==> src/rtl/xfer_pkg.sv <==
// Shared encodings for the transfer scheduler: FSM states, grant sides, slot geometry.
package xfer_pkg;

  typedef enum logic [2:0] {
    ST_IDLE  = 3'd0,
    ST_ISSUE = 3'd1,
    ST_WAIT  = 3'd2,
    ST_DONE  = 3'd3,
    ST_HALT  = 3'd4
  } xfer_state_t;

  typedef enum logic {
    GNT_RD = 1'b0,
    GNT_WR = 1'b1
  } gnt_t;

  localparam int unsigned SLOT_BYTES      = 4096;
  localparam int unsigned XFER_ALIGN_BITS = 5;

endpackage

==> src/rtl/xfer_addr_fifo.sv <==
// Synchronous address FIFO; head is combinational, push on full is accepted only alongside a pop.
module xfer_addr_fifo #(
  parameter int WIDTH = 32,
  parameter int DEPTH = 4
) (
  input  logic                     clk,
  input  logic                     rst_n,
  input  logic                     push,
  input  logic [WIDTH-1:0]         push_data,
  input  logic                     pop,
  output logic [WIDTH-1:0]         head,
  output logic [$clog2(DEPTH):0]   level,
  output logic                     full
);

  localparam int PW = $clog2(DEPTH);
  localparam int LW = PW + 1;

  logic [WIDTH-1:0] mem [DEPTH];
  logic [PW-1:0]    wr_ptr;
  logic [PW-1:0]    rd_ptr;
  logic             push_ok;
  logic             pop_ok;

  assign full    = (level == LW'(DEPTH));
  assign pop_ok  = pop && (level != '0);
  assign push_ok = push && (!full || pop_ok);
  assign head    = mem[rd_ptr];

  always_ff @(posedge clk or negedge rst_n) begin
    if (!rst_n) begin
      wr_ptr <= '0;
      rd_ptr <= '0;
      level  <= '0;
    end else begin
      if (push_ok) wr_ptr <= wr_ptr + 1'b1;
      if (pop_ok)  rd_ptr <= rd_ptr + 1'b1;
      if (push_ok && !pop_ok)      level <= level + 1'b1;
      else if (pop_ok && !push_ok) level <= level - 1'b1;
    end
  end

  // Storage carries no reset; only the pointers define validity.
  always_ff @(posedge clk) begin
    if (push_ok) mem[wr_ptr] <= push_data;
  end

endmodule

==> src/rtl/xfer_sched.sv <==
// Round-robin scheduler issuing one slot transfer at a time between write-drain and read-fill queues.
// Optional stall detection and HALT state built when XFER_SCHED_TIMEOUT_EN is defined.
module xfer_sched
  import xfer_pkg::*;
#(
  parameter int ADDRESS_WIDTH  = 32,
  parameter int QDEPTH         = 4,
  parameter int TIMEOUT_CYCLES = 4096
) (
  input  logic                       clock_fpga,
  input  logic                       reset,
  input  logic                       wr_push,
  input  logic [ADDRESS_WIDTH-1:0]   wr_address,
  output logic                       wr_ready,
  input  logic                       rd_push,
  input  logic [ADDRESS_WIDTH-1:0]   rd_address,
  output logic                       rd_ready,
  output logic                       xfer_buf_select,
  output logic                       mwrite_enable,
  output logic [ADDRESS_WIDTH-1:0]   tbm_address,
  input  logic                       xfer_complete,
  output logic                       done_wr,
  output logic                       done_rd,
  output logic                       busy,
  output logic                       timeout_err,
  input  logic                       clear_err,
  output logic [$clog2(QDEPTH):0]    wr_level,
  output logic [$clog2(QDEPTH):0]    rd_level
);

  xfer_state_t              state, state_d;
  gnt_t                     grant, grant_d, last_grant;
  logic [ADDRESS_WIDTH-1:0] addr_q, wr_head, rd_head, wr_aligned, rd_aligned;
  logic                     wr_full, rd_full, wr_ne, rd_ne;
  logic                     pop_wr, pop_rd, load_addr, err_set, err_clr, retry, tmo_hit;
  logic                     unused_addr_lsbs;

  assign wr_aligned = {wr_address[ADDRESS_WIDTH-1:XFER_ALIGN_BITS], {XFER_ALIGN_BITS{1'b0}}};
  assign rd_aligned = {rd_address[ADDRESS_WIDTH-1:XFER_ALIGN_BITS], {XFER_ALIGN_BITS{1'b0}}};
  assign unused_addr_lsbs = ^{wr_address[XFER_ALIGN_BITS-1:0], rd_address[XFER_ALIGN_BITS-1:0]};

  xfer_addr_fifo #(.WIDTH(ADDRESS_WIDTH), .DEPTH(QDEPTH)) u_wr_fifo (
    .clk(clock_fpga), .rst_n(reset), .push(wr_push), .push_data(wr_aligned),
    .pop(pop_wr), .head(wr_head), .level(wr_level), .full(wr_full)
  );

  xfer_addr_fifo #(.WIDTH(ADDRESS_WIDTH), .DEPTH(QDEPTH)) u_rd_fifo (
    .clk(clock_fpga), .rst_n(reset), .push(rd_push), .push_data(rd_aligned),
    .pop(pop_rd), .head(rd_head), .level(rd_level), .full(rd_full)
  );

  assign wr_ready = !wr_full;
  assign rd_ready = !rd_full;
  assign wr_ne    = (wr_level != '0);
  assign rd_ne    = (rd_level != '0);

`ifdef XFER_SCHED_TIMEOUT_EN
  localparam int CNT_W = $clog2(TIMEOUT_CYCLES) + 1;
  logic [CNT_W-1:0] wait_cnt;
  logic             err_q;

  always_ff @(posedge clock_fpga or negedge reset) begin
    if (!reset) begin
      wait_cnt <= '0;
      err_q    <= 1'b0;
    end else begin
      wait_cnt <= (state == ST_WAIT) ? wait_cnt + 1'b1 : '0;
      if (err_set)      err_q <= 1'b1;
      else if (err_clr) err_q <= 1'b0;
    end
  end

  assign tmo_hit     = (wait_cnt == CNT_W'(TIMEOUT_CYCLES - 1));
  assign timeout_err = err_q;
`else
  localparam int unused_timeout_cycles = TIMEOUT_CYCLES;
  assign tmo_hit     = 1'b0;
  assign timeout_err = 1'b0;
`endif

  always_comb begin
    state_d   = state;
    grant_d   = grant;
    load_addr = 1'b0;
    pop_wr    = 1'b0;
    pop_rd    = 1'b0;
    err_set   = 1'b0;
    err_clr   = 1'b0;
    case (state)
      ST_IDLE: begin
        if (wr_ne || rd_ne) begin
          state_d   = ST_ISSUE;
          load_addr = 1'b1;
          // A retry after HALT must reissue the stalled entry, not re-arbitrate.
          if (retry)               grant_d = grant;
          else if (wr_ne && rd_ne) grant_d = (last_grant == GNT_RD) ? GNT_WR : GNT_RD;
          else                     grant_d = wr_ne ? GNT_WR : GNT_RD;
        end
      end
      ST_ISSUE: state_d = ST_WAIT;
      ST_WAIT: begin
        if (xfer_complete) begin
          state_d = ST_DONE;
        end else if (tmo_hit) begin
          state_d = ST_HALT;
          err_set = 1'b1;
        end
      end
      ST_DONE: begin
        state_d = ST_IDLE;
        pop_wr  = (grant == GNT_WR);
        pop_rd  = (grant == GNT_RD);
      end
      ST_HALT: begin
        if (clear_err) begin
          state_d = ST_IDLE;
          err_clr = 1'b1;
        end
      end
      default: state_d = ST_IDLE;
    endcase
  end

  always_ff @(posedge clock_fpga or negedge reset) begin
    if (!reset) begin
      state      <= ST_IDLE;
      grant      <= GNT_RD;
      last_grant <= GNT_RD;
      addr_q     <= '0;
      retry      <= 1'b0;
    end else begin
      state <= state_d;
      grant <= grant_d;
      if (load_addr)        addr_q <= (grant_d == GNT_WR) ? wr_head : rd_head;
      if (state == ST_DONE) last_grant <= grant;
      if (err_clr)          retry <= 1'b1;
      else if (load_addr)   retry <= 1'b0;
    end
  end

  assign xfer_buf_select = (state == ST_ISSUE);
  assign mwrite_enable   = (state == ST_ISSUE) && (grant == GNT_WR);
  assign tbm_address     = addr_q;
  assign done_wr         = (state == ST_DONE) && (grant == GNT_WR);
  assign done_rd         = (state == ST_DONE) && (grant == GNT_RD);
  assign busy            = (state != ST_IDLE);

endmodule

==> config.mk <==
export PLATFORM = sky130hd
export DESIGN_NAME = xfer_sched
export DESIGN_NICKNAME = d
export VERILOG_FILES = /design/src/rtl/xfer_pkg.sv /design/src/rtl/xfer_addr_fifo.sv /design/src/rtl/xfer_sched.sv
export SDC_FILE = /design/constraint.sdc
export NUM_CORES = 1
export LEC_CHECK = 0
export CAP_MARGIN = 20
export CORE_ASPECT_RATIO = 0.75
export CORE_MARGIN = 4
export CORE_UTILIZATION = 58
export CTS_BUF_LIST = sky130_fd_sc_hd__clkbuf_8
export DETAILED_ROUTE_END_ITERATION = 8
export PLACE_DENSITY = 0.87
export SETUP_SLACK_MARGIN = 0.3
export SKIP_LAST_GASP = 1
export SLEW_MARGIN = 10
export SYNTH_ARGS = -nofsm -noshare
export SYNTH_HDL_FRONTEND = slang
export SYNTH_SLANG_ARGS = --single-unit
==> constraint.sdc <==
create_clock -name clock_fpga -period 2.96 [get_ports clock_fpga]
set_input_delay 0.592 -clock clock_fpga [delete_from_list [all_inputs] [get_ports clock_fpga]]
set_output_delay 0.592 -clock clock_fpga [all_outputs]
set_load 0.005 [all_outputs]
==> run summary, run 1 <==
Status = finished, final reports clean
Vias in the first global route = 5788
Largest net degree at the start of global routing = 56
Die Ht = 123 µm
Setup violators final = 0
Top post-synthesis cells by area = edfxtp_1 (63%), mux4_2 (12%), dfrtp_1 (11%)
Final design utilization = 72.5%
Async set or reset register ratio after synthesis = 17.2%
Crit Path Max Fanout = 4
First-pass GRT wire length = 32300 µm
Design Area, Final = 12400 µm²
RSZ-0062 raised after global routing = false
Synth cell count leaders = edfxtp_1 (216), mux4_2 (54), dfrtp_1 (45)
Yosys warning count = 0
Worst Path Required = 2.37 ns
Critical path class = register to output port
Fin crit period = 2.57 ns
Total gr overflow = 0
Startpoint types = register
First-pass DRT Iterations = 5
Seq cells post-synth = 261
Slowest CP cell = clkdlybuf4s50_1
Post-CTS Hold Buffers = 0
Comb pwr share = 33.3%
Clock sinks = 261
Wirelength per Cell = 23.3 µm
Largest family of logic cells by synthesized area = multiplexers
Cell Chain, Critical Path = ha_1 > nor2b_1 > clkdlybuf4s50_1
Die ar. = 19900 µm²
Share of cells above drive strength 1 = 24.4%
Power Density = 1020 nW/µm²
CTS tree = done
Max Slew Vio Count = 0
Routability congestion estimate = 0.781
Total CTS buffers = 38
FF-to-FF setup slack = 0.51 ns
Yosys cell types = 33
Core ar. = 17100 µm²
Final setup TNS = 0 ns
Ports = 116
Placed cell areas = 11600 µm²
Clk root buf = clkbuf_8
Starting Density = 60.0%
EDFF count, synth = 216
Max incr delay on CP = 0.56 ns
Worst R2R End = u_rd_fifo.level[2]$_DFFE_PN0P_
Initial antenna violation count = 1
Max Cap Violations = 0
Row count = 41
Post-route setup slack = 0.394 ns
Slew @ Worst Pin = 0.843 ns
CTS resizes = 0
Remaining DRCs = 0
Max-Slew Margin vs Limit = 43.8%
Skew-Pair Late Insertion Delay = 0.52 ns
Ant diodes = 0
Worst r2r src = state[0]$_DFFE_PN0P_
Top-area cell type share of the netlist area = 63.3%
Clk buf depth = 3
Mean Syn Cell Area = 20.4 µm²
Clock power share = 22.8%
Adder-cell share of the synthesized area = 2.10%
WP data arrival = 1.97 ns
F_max = 390 MHz
Setup Buffers After CTS = 0
Area of the mapped netlist = 10200 µm²
Leading area contributor after synthesis = edfxtp_1
Simple-gate portion of the synthesized area = 2.27%
Area of the multi-input gates = 2420 µm²
Lkg Pwr = 4.50 nW
Worst clock skew = 0.0188 ns
Max VDD drop = 0.000680 V
Routed vias/inst = 5.82
Initial drt markers = 401
Area Overhead vs Synth = 21.0%
Hold WC Path Type = input pin to asynchronous set/reset pin
Synth Instances = 501
Via count = 5212
Int Pwr = 8.75 mW
HPWL after DPL = 13600 µm
Seq pwr share = 43.9%
Psw = 3.88 mW
Period utilization = 86.7%
R2r worst-path depth = 9
CP Capture Type = output port
Fillers = 1007
CTS clk-pin slew, worst paths = 0.07 ns
Switching share of power = 30.7%
ANT nets after route = 0
IO Port Bufs = 98
Total wire length = 20900 µm
Nets = 719
Cell with the most instances after synthesis = edfxtp_1
Sequential share of the synthesized area = 74.3%
Die W = 161 µm
FF/Latch Area = 7610 µm²
Mux cell area share after synthesis = 15.1%
Synth Flop Type = edfxtp_1
Compound-Gate Fraction of Synth Area = 2.75%
Place WS = 0.355 ns
Post-synthesis xor/xnor area fraction = 1.03%
GRT Overall Usage = 21.8%
Fin. Hold Viols = 0
H-tree depth = 2
[critical path: cells and delay by family, from the launching register on]
kind	cells	cell delay [ns]
adders and majority gates	1	0.22
DFF	1	0.41
and+or+nand+nor	1	0.28
buffers and inverters	1	0.56
[metal layers]
layer / wire length, µm / up-vias / GRT usage [%]
li1: - / 2241 / -
met1: 8130 / 2721 / 28.8
met2: 10800 / 204 / 37.3
met3: 1530 / 44 / 5.23
met4: 388 / 2 / 5.86
met5: 7 / - / 0
[metrics by stage]
| step | instances | power [mW] | hold WS, ns |
|---|---|---|---|
| 4_1_cts | 896 | 12.8 | 0.188 |
| 5_1_grt | 896 | 13.3 | 0.213 |
| 2_1_floorplan | 506 | 8.17 | 0.296 |
| 3_5_place_dp | 829 | 9.87 | 0.468 |
| 6_report | 896 | 12.6 | 0.180 |
| 3_3_place_gp | 829 | 9.57 | 0.464 |
[how the worst max path moves through the flow]
stage,from,endpoint,slack (ns)
6_report,state[0]$_DFFE_PN0P_,done_rd,0.39
5_1_grt,state[0]$_DFFE_PN0P_,done_rd,0.31
4_1_cts,state[0]$_DFFE_PN0P_,done_rd,0.40
3_5_place_dp,wr_push,u_wr_fifo.level[2]$_DFFE_PN0P_,0.35
3_3_place_gp,wr_push,u_wr_fifo.level[2]$_DFFE_PN0P_,0.48
2_1_floorplan,state[0]$_DFFE_PN0P_,u_rd_fifo.mem[0][0]$_DFFE_PP_,0.80
[cell families (layout without fill, tap and decap cells)]
| logic type | count (synthesis) | after routing |
|---|---|---|
| DFF | 261 | 261 |
| muxes | 86 | 86 |
| and+or+nand+nor | 52 | 52 |
| buffers and inverters | 38 | 192 |
| AOI/OAI and AO/OA | 35 | 35 |
| adders and majority gates | 16 | 16 |
| xor gates and xnor gates | 12 | 12 |
| other | 1 | 6 |
[power groups by stage]
stage / clock (mW) / combinational [mW] / sequential [mW]
2_1_floorplan: 0 / 2.83 / 5.34
3_3_place_gp: 0 / 4.05 / 5.52
3_5_place_dp: 0 / 4.25 / 5.62
4_1_cts: 2.93 / 4.27 / 5.56
5_1_grt: 3.13 / 4.55 / 5.64
6_report: 2.88 / 4.20 / 5.54
[final cells by class]
type,instances,share of cell area (%)
repair buffers,114,10.2
flip-flops and latches,261,61.4
inverters,11,0.333
clock inverters,25,1.50
clock buffers,42,4.66
multi-input cells,207,19.5
well taps,236,2.38
[flip-flops by register name, summed over array words and instances (netlist names)]
register	cells
tbm_address	27
u_rd_fifo.level	3
u_wr_fifo.mem	108
u_wr_fifo.level	3
grant	1
u_rd_fifo.wr_ptr	2
u_rd_fifo.mem	108
u_rd_fifo.rd_ptr	2
state	2
last_grant	1
u_wr_fifo.rd_ptr	2
u_wr_fifo.wr_ptr	2
[cell usage in the layout (no fill, tap or decap), types with 2 or more instances in the layout]
cell	n
and2_1	2
and2_2	8
buf_12	13
buf_4	3
bufinv_16	3
clkbuf_8	42
clkdlybuf4s50_1	97
clkinv_1	2
clkinv_2	8
conb_1	6
dfrtp_1	43
dfrtp_2	2
edfxtp_1	216
fa_1	2
ha_1	14
inv_1	22
mux2_2	5
mux2i_1	27
mux4_2	54
nand2_1	32
nor2_1	4
o21a_1	2
o21ai_1	8
o21ai_2	19
or3_1	2
xnor2_1	7
xor2_1	5
Power figures use the tool's default switching activity.
==> inputs of run 2 (changes only) <==
RECOVER_POWER = 100   (was not set)
clock period = 2.8 ns   (was 2.96 ns; I/O delays follow)
==> run 2 against run 1 <==
Compared with the run above: worst setup slack got worse by 0.13 ns; total power is 1.1% higher; utilization is 0.94 points lower; combinational power shrank 2%; die area is the same; first-iteration DRC count shrank 4.0%; highest routed layer unchanged; final area decreased by 1.3%; cell count rose by 1.1%; via count fell by 1.6%.
==> run summary, run 2 (synthesis results as in run 1) <==
Met2 track demand over resource = 37.3% (about the same)
H-tree depth = 2 (unchanged)
Critical path class = register to output port
GRT Max-Usage Layer = met2
CTS clk-pin slew, worst paths = 0.06 ns (about the same)
Remaining DRCs = 0 (unchanged)
Largest net degree at the start of global routing = 56 (unchanged)
FF-to-FF setup slack = 0.42 ns (-0.09 ns)
Max VDD drop = 0.000588 V (-13%)
Initial antenna violation count = 2 (+1)
R2r worst-path depth = 5 (-4)
Vias in the first global route = 5716 (-1.2%)
Status = finished, final reports clean
Non-filler cells in the finished layout = 906 (+1.1%)
Final setup TNS = 0 ns (unchanged)
Hold Path Origin = tbm_address[9]$_DFFE_PN0P_
Lkg Pwr = 4.51 nW (+0.17%)
Ports = 116 (unchanged)
Worst Hold Depth = 2
GRT Overall Usage = 21.7% (-0.11 points)
Final total power = 12.8 mW (+1.1%)
RSZ-0062 raised after global routing = true
Commonest non-fill, non-tap cell in the layout = edfxtp_1
Nets = 727 (+1.1%)
Total gr overflow = 0 (unchanged)
Die W = 161 µm (unchanged)
Worst r2r src = state[0]$_DFFE_PN0P_
Clk buf depth = 3 (unchanged)
Share of cells above drive strength 1 = 22.1% (-2.3 points)
Worst Path Required = 2.24 ns (-0.13 ns)
Core ar. = 17100 µm² (unchanged)
Clk root buf = clkbuf_8
Via count = 5129 (-1.6%)
Post-route setup slack = 0.263 ns (-0.131 ns)
Fin crit period = 2.54 ns
Routed vias/inst = 5.66 (-2.7%)
Period utilization = 90.6%
ANT nets after route = 0 (unchanged)
Worst clock skew = 0.0115 ns (-0.00726 ns)
Met1 usage in global routing = 28.7% (-0.12 points)
Crit Path Max Fanout = 4 (unchanged)
IO Port Bufs = 98 (unchanged)
Cell Chain, Critical Path = ha_1 > and2_0 > clkdlybuf4s50_1
Starting Density = 60.0% (unchanged)
Grt met3 use = 4.77% (-0.47 points)
Place WS = 0.242 ns (-0.113 ns)
Max incr delay on CP = 0.56 ns (about the same)
Max-Slew Margin vs Limit = 20.6% (-23 points)
First-pass DRT Iterations = 5 (unchanged)
Worst R2R End = u_rd_fifo.mem[0][16]$_DFFE_PP_
Die ar. = 19900 µm² (unchanged)
Routability congestion estimate = 0.771 (-1.3%)
Startpoint types = register
Slowest CP cell = clkdlybuf4s50_1
Hold EP = tbm_address[9]$_DFFE_PN0P_
Die Ht = 123 µm (unchanged)
Power Density = 1040 nW/µm² (+2.4%)
First-pass GRT wire length = 32200 µm (-0.53%)
HPWL after DPL = 13500 µm (-0.89%)
Wirelength per Cell = 23.0 µm (-1.4%)
Most frequent cells in the layout = edfxtp_1 (216), dlygate4sd3_1 (93), mux4_2 (54)
Slew @ Worst Pin = 1.19 ns (+0.344 ns)
Fin. Hold Viols = 0 (unchanged)
Skew-Pair Late Insertion Delay = 0.51 ns (about the same)
Cell count after placement = 836 (+0.84%)
Max Slew Vio Count = 0 (unchanged)
Area Overhead vs Synth = 19.4%
Hold WC Path Type = register to register
Total wire length = 20800 µm (-0.27%)
Row count = 41 (unchanged)
Initial drt markers = 385 (-4.0%)
Clock sinks = 261 (unchanged)
Total CTS buffers = 38 (unchanged)
Max Cap Violations = 0 (unchanged)
CP Capture Type = output port
WP data arrival = 1.98 ns (about the same)
Ant diodes = 0 (unchanged)
F_max = 394 MHz
CTS tree = done
Setup violators final = 0 (unchanged)
==> run 2: critical path: cells and delay by family (launching register included) <==
kind                       cells  cell delay (ns)
and+or+nand+nor                1             0.28
buffers and inverters          1             0.56
adders and majority gates      1             0.22
DFF                            1             0.42
==> run 2: worst max-delay path by stage <==
stage	start	to	slack [ns]
floorplan	state[0]$_DFFE_PN0P_	u_rd_fifo.mem[0][0]$_DFFE_PP_	0.64
global placement	rd_push	u_rd_fifo.level[2]$_DFFE_PN0P_	0.40
detailed placement	rd_push	u_rd_fifo.level[2]$_DFFE_PN0P_	0.24
CTS	state[0]$_DFFE_PN0P_	busy	0.31
global route	state[1]$_DFFE_PN0P_	done_wr	0.20
finish	state[0]$_DFFE_PN0P_	done_wr	0.26
==> run 2: layout make-up <==
class / instances / area [µm²]
flip-flops and latches: 261 / 7610
fillers: 1024 / 4850
multi-input cells: 207 / 2350
repair buffers: 122 / 1190
clock buffers: 47 / 647
well taps: 236 / 295
clock inverters: 22 / 95.1
inverters: 11 / 41.3
==> run 2: power breakdown <==
group	internal (mW)	switching [mW]
Clock	1.52	1.36
Sequential	5.28	0.504
Combinational	2.04	2.06
Total	8.84	3.93
==> run 2: routing by layer <==
layer	vias to the layer above	share of wire (%)
met1	2627	38
met5	-	0.10
met2	220	52
li1	2244	-
met3	34	8.7
met4	4	1.5
==> run 2: metrics by stage <==
| step | hold slack (ns) | util [%] | cell area [µm²] |
|---|---|---|---|
| 5_1_grt | 0.507 | 71.6 | 12200 |
| 6_report | 0.482 | 71.6 | 12200 |
| 2_1_floorplan | 0.264 | - | 10300 |
| 3_5_place_dp | 0.471 | 67.9 | 11600 |
| 3_3_place_gp | 0.464 | 67.9 | 11600 |
| 4_1_cts | 0.489 | 72.3 | 12300 |
==> run 2: what timing repair did <==
| action | CTS | global route |
|---|---|---|
| gates cloned | 0 | 0 |
| hold buffers | 1 | 0 |
| hold endpoints to repair | 11 | 0 |
| endpoints found under the setup margin | 1 | 4 |
| resized for setup | 1 | 4 |
| setup buffers | 0 | 0 |
==> inputs of run 3 (changes only) <==
CORE_UTILIZATION = 50   (was 58)
PLACE_DENSITY = 0.77   (was 0.87)
==> run 3 against run 2 <==
Compared with the run above: sequential share of layout area shrank 0.36 points; utilization is 11 points lower; combinational power is 2% higher; sequential power about the same; via count fell by 1.8%; total power about the same; wire length fell by 4.3%; critical endpoint unchanged.
==> run summary, run 3 (synthesis results as in run 1) <==
Setup violators final = 0 (unchanged)
Final setup TNS = 0 ns (unchanged)
CTS tree = done
First-pass DRT Iterations = 4 (-1)
FF-to-FF setup slack = 0.42 ns (about the same)
Max Cap Violations = 0 (unchanged)
Initial antenna violation count = 3 (+1)
Vias in the first global route = 5441 (-4.8%)
Via count = 5036 (-1.8%)
Wire length on met1 = 8190 µm (+4.4%)
Die W = 173 µm (+7.3%)
Die ar. = 22900 µm² (+15%)
WHS = 0.371 ns (-0.112 ns)
Power Density = 1040 nW/µm² (-0.51%)
CTS clk-pin slew, worst paths = 0.07 ns (about the same)
Routability congestion estimate = 0.712 (-7.6%)
Total wire length = 19900 µm (-4.3%)
Initial drt markers = 297 (-23%)
Crit Path Max Fanout = 4 (unchanged)
Ports = 116 (unchanged)
Slew @ Worst Pin = 1.26 ns (+0.0711 ns)
Most frequent cells in the layout = edfxtp_1 (216), dlygate4sd3_1 (90), mux4_2 (54)
Startpoint types = register
H-tree depth = 2 (unchanged)
Critical path class = register to output port
Lkg Pwr = 4.55 nW (+1.0%)
HPWL after DPL = 12700 µm (-5.7%)
Clock sinks = 261 (unchanged)
Skew-Pair Late Insertion Delay = 0.53 ns (+0.02 ns)
Post-route setup slack = 0.289 ns (+0.0254 ns)
Placed cell areas = 11600 µm² (+0.45%)
Worst clock skew = 0.0191 ns (+0.00755 ns)
Met3 Wirelength = 1240 µm (-32%)
Max Slew Vio Count = 0 (unchanged)
Hold WC Path Type = input pin to asynchronous set/reset pin
Row count = 45 (+9.8%)
Worst Path Required = 2.24 ns (about the same)
Worst R2R End = u_rd_fifo.mem[0][15]$_DFFE_PP_
Fin. Hold Viols = 0 (unchanged)
Design Area, Final = 12300 µm² (+0.56%)
Final total power = 12.8 mW (about the same)
IO Port Bufs = 98 (unchanged)
Ant diodes = 0 (unchanged)
Wirelength per Cell = 21.5 µm (-6.5%)
First-pass GRT wire length = 30800 µm (-4.2%)
Clk root buf = clkbuf_8
Commonest non-fill, non-tap cell in the layout = edfxtp_1
Starting Density = 50.8% (-9.1 points)
Max VDD drop = 0.000414 V (-30%)
Total CTS buffers = 39 (+2.6%)
CP Capture Type = output port
Place WS = 0.312 ns (+0.0696 ns)
Worst r2r src = state[1]$_DFFE_PN0P_
Nets = 724 (-0.41%)
Fin crit period = 2.51 ns (-0.0254 ns)
Area Overhead vs Synth = 20.1%
Status = finished, final reports clean
Clk buf depth = 3 (unchanged)
WP data arrival = 1.95 ns (-0.03 ns)
RSZ-0062 raised after global routing = false
Fillers = 1446 (+41%)
Max-Slew Margin vs Limit = 16.1% (-4.5 points)
Period utilization = 89.7% (-0.91 points)
Routed wl met2 = 10100 µm (-6.3%)
Remaining DRCs = 0 (unchanged)
ANT nets after route = 0 (unchanged)
Total gr overflow = 0 (unchanged)
Routed vias/inst = 5.43 (-4.0%)
R2r worst-path depth = 5 (unchanged)
Share of cells above drive strength 1 = 22.1% (+0.033 points)
F_max = 398 MHz (+1.0%)
Core ar. = 20200 µm² (+18%)
Top Layer Used = met5
GRT Overall Usage = 17.6% (-4.1 points)
Die Ht = 132 µm (+7.2%)
Largest net degree at the start of global routing = 56 (unchanged)
run 3: worst max path at each step:
stage | start | endpoint | slack, ns | depth (start not counted)
3_5_place_dp | rd_push | u_rd_fifo.level[2]$_DFFE_PN0P_ | 0.31 | 8
3_3_place_gp | rd_push | u_rd_fifo.level[2]$_DFFE_PN0P_ | 0.39 | 8
6_report | state[1]$_DFFE_PN0P_ | done_wr | 0.29 | 3
4_1_cts | state[1]$_DFFE_PN0P_ | busy | 0.30 | 4
2_1_floorplan | state[0]$_DFFE_PN0P_ | u_rd_fifo.mem[0][0]$_DFFE_PP_ | 0.64 | 4
5_1_grt | state[1]$_DFFE_PN0P_ | done_wr | 0.18 | 3
run 3: metal layers:
layer	track usage [%]	vias to the layer above
li1	-	2252
met1	24.0	2584
met2	29.0	159
met3	4.27	37
met4	4.65	4
met5	0	-
run 3: area by class of cell:
cell class                 count  area, µm²  share of cell area, %
timing repair buffer         118       1210                   9.87
multi-input combinational    207       2400                   19.5
tap                          258        323                   2.62
clock inverter                32        156                   1.27
sequential                   261       7610                   61.9
clock buffer                  40        551                   4.48
inverter                      11       41.3                  0.336
run 3: worst max-delay path, stage by stage, from the launching register on:
cell and delay (ns):
dfrtp_1 0.40, ha_1 0.20, and2_0 0.28, clkdlybuf4s50_1 0.56
run 3: what timing repair did:
action | CTS | global route
resized for setup | 2 | 6
setup buffers | 1 | 1
hold buffers | 0 | 0
pin swaps | 0 | 1
setup endpoints to repair | 2 | 4
run 3: stage by stage:
stage,utilization (%),std cells
6_report,61.0,927
4_1_cts,61.3,926
3_3_place_gp,57.8,853
2_1_floorplan,-,506
5_1_grt,61.0,927
3_5_place_dp,57.8,853
run 3: power breakdown:
part / total (mW) / switching [mW] / internal (mW)
registers: 5.79 / 0.518 / 5.27
logic: 4.18 / 2.05 / 2.13
clock network: 2.80 / 1.37 / 1.42
